===== config.mk =====
export PLATFORM = sky130hd
export DESIGN_NAME = ex_hazard_ctrl
export DESIGN_NICKNAME = d
export VERILOG_FILES = /design/src/rtl/ex_hazard_ctrl.sv
export SDC_FILE = /design/constraint.sdc
export NUM_CORES = 1
export LEC_CHECK = 0
export ABC_AREA = 1
export ABC_CLOCK_PERIOD_IN_PS = 2500
export BUFFER_PORTS_ARGS = -buffer_cell sky130_fd_sc_hd__buf_4
export CAP_MARGIN = 40
export CELL_PAD_IN_SITES_DETAIL_PLACEMENT = 1
export CELL_PAD_IN_SITES_GLOBAL_PLACEMENT = 1
export CORE_ASPECT_RATIO = 1.75
export CORE_UTILIZATION = 38
export DETAILED_ROUTE_END_ITERATION = 12
export PLACE_DENSITY = 0.84
export SYNTH_ARGS = -nofsm -noshare
export SYNTH_HDL_FRONTEND = slang
export SYNTH_SLANG_ARGS = --single-unit

===== constraint.sdc =====
create_clock -name clk -period 2.5 [get_ports clk]
set_clock_uncertainty 0.05 [all_clocks]
set_input_delay 0.75 -clock clk [delete_from_list [all_inputs] [get_ports clk]]
set_output_delay 0.75 -clock clk [all_outputs]
set_load 0.005 [all_outputs]

===== src/rtl/ex_hazard_ctrl.sv =====
// ex_hazard_ctrl
// Execute-stage hazard controller. Tracks the destination tags of the
// instructions sitting in EX and MEM, produces registered operand forward
// selects for the EX muxes, detects load-use hazards (one-cycle stall plus
// bubble), honours a global hold and a branch flush, and keeps a saturating
// stall-cycle counter for performance debug.
//
// Ports:
//   clk, rstn           pipeline clock (rising edge), async active-low reset
//   hold                global freeze; no register changes while high
//   flush               taken branch/jump; the instruction in ID is squashed
//   idValid             ID holds a real instruction
//   idRs, idRt          source register numbers in ID
//   idUsesRs, idUsesRt  ID instruction actually reads Rs / Rt
//   idDest              resolved destination register of the ID instruction
//   idRegWrite          ID instruction writes a register
//   idMemRead           ID instruction is a load
//   forwardA, forwardB  EX operand selects: 00 regfile, 01 EX/MEM, 10 MEM/WB
//   stall               load-use hazard (combinational)
//   stallCount          saturating count of stall cycles
module ex_hazard_ctrl #(
    parameter int STALL_CNT_W = 16
) (
    input  logic                   clk,
    input  logic                   rstn,
    input  logic                   hold,
    input  logic                   flush,
    input  logic                   idValid,
    input  logic [4:0]             idRs,
    input  logic [4:0]             idRt,
    input  logic                   idUsesRs,
    input  logic                   idUsesRt,
    input  logic [4:0]             idDest,
    input  logic                   idRegWrite,
    input  logic                   idMemRead,
    output logic [1:0]             forwardA,
    output logic [1:0]             forwardB,
    output logic                   stall,
    output logic [STALL_CNT_W-1:0] stallCount
);

    typedef struct packed {
        logic       valid;
        logic [4:0] dest;
        logic       regWrite;
        logic       memRead;
    } tagEntry_t;

    localparam logic [1:0] FWD_RF    = 2'b00;
    localparam logic [1:0] FWD_EXMEM = 2'b01;
    localparam logic [1:0] FWD_MEMWB = 2'b10;

    localparam tagEntry_t BUBBLE = '{valid: 1'b0, dest: 5'd0, regWrite: 1'b0, memRead: 1'b0};

    localparam logic [STALL_CNT_W-1:0] CNT_MAX = {STALL_CNT_W{1'b1}};
    localparam logic [STALL_CNT_W-1:0] CNT_ONE = {{(STALL_CNT_W-1){1'b0}}, 1'b1};

    // Forward select for one operand. The EX-stage producer is younger, so
    // it is checked first. A load in EX cannot forward (its data is not ready
    // yet; that case is covered by the stall). Register 0 is never forwarded.
    function automatic logic [1:0] fwdSel(
        input tagEntry_t  exE,
        input tagEntry_t  memE,
        input logic       usesSrc,
        input logic [4:0] src
    );
        logic [1:0] sel;
        sel = FWD_RF;
        if (usesSrc && exE.valid && exE.regWrite && !exE.memRead &&
            (exE.dest != 5'd0) && (exE.dest == src)) begin
            sel = FWD_EXMEM;
        end else if (usesSrc && memE.valid && memE.regWrite &&
                     (memE.dest != 5'd0) && (memE.dest == src)) begin
            sel = FWD_MEMWB;
        end else begin
            sel = FWD_RF;
        end
        return sel;
    endfunction

    // Only the EX and MEM tags feed any decision; once an instruction leaves
    // MEM its tag has no consumer here, so no WB entry is kept.
    tagEntry_t exE_r;
    tagEntry_t memE_r;

    logic       stall_s;
    logic       bubble_s;
    tagEntry_t  idEntry_s;
    logic [1:0] fwdANext_s;
    logic [1:0] fwdBNext_s;

    // Load-use detection plus the entry/forward values captured on the next advance.
    always_comb begin
        stall_s    = 1'b0;
        bubble_s   = 1'b1;
        idEntry_s  = BUBBLE;
        fwdANext_s = FWD_RF;
        fwdBNext_s = FWD_RF;

        stall_s = idValid && !flush && exE_r.valid && exE_r.memRead &&
                  (exE_r.dest != 5'd0) &&
                  ((idUsesRs && (exE_r.dest == idRs)) ||
                   (idUsesRt && (exE_r.dest == idRt)));

        // flush outranks stall: stall_s already excludes flush.
        bubble_s = stall_s || flush || !idValid;

        if (bubble_s) begin
            idEntry_s  = BUBBLE;
            fwdANext_s = FWD_RF;
            fwdBNext_s = FWD_RF;
        end else begin
            idEntry_s  = '{valid: 1'b1, dest: idDest, regWrite: idRegWrite, memRead: idMemRead};
            fwdANext_s = fwdSel(exE_r, memE_r, idUsesRs, idRs);
            fwdBNext_s = fwdSel(exE_r, memE_r, idUsesRt, idRt);
        end
    end

    assign stall = stall_s;

    // Tag pipeline and registered forward selects; frozen while hold is high.
    always_ff @(posedge clk or negedge rstn) begin
        if (!rstn) begin
            exE_r    <= BUBBLE;
            memE_r   <= BUBBLE;
            forwardA <= FWD_RF;
            forwardB <= FWD_RF;
        end else if (hold) begin
            exE_r    <= exE_r;
            memE_r   <= memE_r;
            forwardA <= forwardA;
            forwardB <= forwardB;
        end else begin
            memE_r   <= exE_r;
            exE_r    <= idEntry_s;
            forwardA <= fwdANext_s;
            forwardB <= fwdBNext_s;
        end
    end

    // Saturating stall-cycle counter; counts only edges that actually stall.
    always_ff @(posedge clk or negedge rstn) begin
        if (!rstn) begin
            stallCount <= {STALL_CNT_W{1'b0}};
        end else if (!hold && stall_s && (stallCount != CNT_MAX)) begin
            stallCount <= stallCount + CNT_ONE;
        end else begin
            stallCount <= stallCount;
        end
    end

endmodule


==> results by group <==
Placed design
  • Post-DP HPWL: 4.83 mm
  • Port bufs: 44
  • Final estimated routing congestion in global placement: 0.832
  • DP Cell Count: 401

Synthesis
  • Mean Syn Cell Area: 6.87 sq um
  • Mapped Nets: 327
  • Ys async rst share: 1.00
  • Synth area leader: dfrtp_1
  • Syn Inst Count: 302
  • Synth unique cells: 22
  • Top post-synthesis cells by count: nand2_1 (133), dfrtp_1 (35), nor2_1 (29), inv_1 (24), nand3_1 (22)
  • Yosys warns: 0
  • Post-synthesis sequential area ratio: 0.422
  • Post-synth EDFFs: 0
  • Post-synthesis register bit count: 35
  • Top_reg_cell synth: dfrtp_1
  • Synth top area cells: dfrtp_1 (42%), nand2_1 (24%), nand3_1 (5.3%)
  • Post-synth top area share: 0.422
  • Count leader, synth: nand2_1
  • Synthesized area: 2080 sq um

Final layout
  • Non-Filler Instances: 410
  • Layout Utilization: 0.499
  • Nets: 379
  • Register area: 876 sq um
  • ANT cells: 0
  • Share of layout cells above drive strength 1: 0.208
  • Fillers: 708
  • Footprint of the multi-input gates: 1080 sq um
  • Area delta synth->final: 26.3%

Critical path
  • Worst path cell trace: buf_4 > inv_1 > nand2_1 > nand2_1 > nor2_2 > nand3_2 > nand2_2 > nand2_2 > inv_2 > buf_4
  • CP peak stage delay: 0.14 ns
  • CP endpoint kind: primary output
  • Startpoint Class: input pin
  • CP Class: in2out
  • Worst path bufs/invs: 4
  • Crit path required time: 1.70 ns
  • CP max stage cell: nor2_2
  • Crit Path Max Fanout: 3
  • R2R setup slack: 0.71 ns
  • Critical path's top delay family: simple AND/OR/NAND/NOR gates
  • Critical path arrival: 1.61 ns

Routing
  • Total Wirelength: 6.20 mm
  • Final ANT Viol Nets: 0
  • Detailed Route Iter0 Violations: 53
  • Routed len/inst: 15.1 microns
  • Via density: 5.18
  • Via count: 2122
  • First-pass detailed-route iteration total: 8
  • # DRC: 2

CTS
  • CTS tree: built
  • Clock Path Buffers: 2
  • Clock Sinks: 35
  • Clk root buf: clkbuf_8
  • Num CTS Buffers: 5
  • Clock H-tree levels: 2
  • Clock slew at reported path FFs: 0.08 ns
  • Worst-Skew Late Latency: 0.29 ns

Timing
  • Final hold vios: 0
  • Relative slew slack: 0.696
  • Final period util: 0.964
  • Final hold slack: 0.354 ns
  • Slew Limit Fails: 0
  • RSZ-0062 raised after global routing: false
  • Max Freq: 0.415 GHz
  • Setup-failing EPs final: 0
  • Worst slew pin tran: 0.456 ns
  • Post-Route Setup TNS: 0 ns
  • Final Critical Period: 2.41 ns

Power and ir drop
  • Leakage: 0.00141 uW
  • Power consumption: 1260 uW
  • Pwr dens: 480 nW/um^2
  • VDD IR-drop max: 362 uV

GRT
  • Global Route Usage Sum: 0.239
  • Number of global-route vias before repair: 2285
  • Initial antenna violation count: 0
  • First-pass GRT wire length: 10.4 mm
  • Congestion Overflow GR: 0
  • Largest net degree at the start of global routing: 36

Run status
  • Status: finished, violations left
  • Failing checks: design-rule violations

Floorplan
  • Die Area: 5770 sq um
  • Row count: 35
  • Die height: 99.8 microns
  • Starting Density: 0.395
  • Die Wd: 57.9 microns
  • Boundary pin count: 45
  • Core box area: 5260 sq um

Min path
  • Hold crit path type: in2async

Job
  • MaxCap Viol Count: 0
[cell type report]
cell class / count / area share
Multi-Input combinational cell: 233 / 0.411
Timing Repair Buffer: 51 / 0.146
Tap cell: 55 / 0.0262
Clock inverter: 3 / 0.0167
Inverter: 28 / 0.0401
Clock buffer: 5 / 0.0262
Sequential cell: 35 / 0.334
[what timing repair did]
action,4_1_cts,5_1_grt
resized for setup,0,6
hold buffers,0,0
setup endpoints to repair,1,1
pin swaps,1,2
setup buffers,0,1
[worst register-to-register path: stages, from the launching register on]
cell     delay (ns)
dfrtp_1        0.44
ha_1           0.21
nand3_1        0.18
nor2_1         0.29
nand2_1        0.14
nor2_1         0.14
xor2_1         0.15
nand2_1        0.07
nand2_1        0.07
[sequential cells by signal (all words and copies together) (netlist names)]
name        count
memE_r          7
forwardA        2
stallCount     16
forwardB        2
exE_r           8
[where the power goes]
group          leakage, uW  internal [uW]  total (uW)  switching (uW)
Clock            0.0000581            297         518             221
Sequential        0.000481            582         598            16.3
Combinational     0.000870           57.3         142            85.1
Total              0.00141            937        1260             322
[worst paths after layout]
path	startpoint	endpoint	cells past startpoint
min in group clk	forwardB[0]	forwardB[0]	2
setup reg to reg	stallCount[0]	stallCount[12]	8
max in group asynchronous	rstn	stallCount[1]	1
hold reg to reg	forwardB[0]	forwardB[0]	2
hold / removal	rstn	memE_r[2]	1
setup / recovery	idRt[3]	stall	10
[per-stage QoR]
stage,instance area [sq um],worst slack (ns)
2_1_floorplan,2080,0.225
3_3_place_gp,2490,0.0445
3_5_place_dp,2490,0.0360
4_1_cts,2600,0.00424
5_1_grt,2620,0.00820
6_report,2620,0.0902
[routing by layer]
layer	GRT usage	routed length (microns)	vias to the layer above
met5	0	0	-
met1	0.234	2150	1020
li1	-	-	1041
met2	0.459	3610	44
met3	0.0309	178	17
met4	0.134	267	0
[placed cells by master (no fill, tap or decap)]
cell type,n
dfrtp_1,35
nand3_2,2
clkinv_2,1
inv_2,5
buf_4,51
nor2_1,27
nor2_2,2
a21oi_1,3
nand2_2,3
clkbuf_8,5
nor2_4,1
xnor2_1,7
nand4_1,6
bufinv_16,1
ha_1,1
nor3_1,4
nor3_2,1
xor2_1,8
nand3_1,21
clkinv_4,1
nand4_2,1
inv_1,23
nor3b_1,1
o21ai_0,14
nand2_1,131
[kinds of logic after synthesis]
kind of cell / after synthesis / share of synthesized area
AOI/OAI and AO/OA: 17 / 0.0410
xor gates and xnor gates: 15 / 0.0633
adders and majority gates: 1 / 0.00603
buffers and inverters: 34 / 0.0663
DFF: 35 / 0.422
and+or+nand+nor: 200 / 0.401
(Power assumes the default switching activity.)
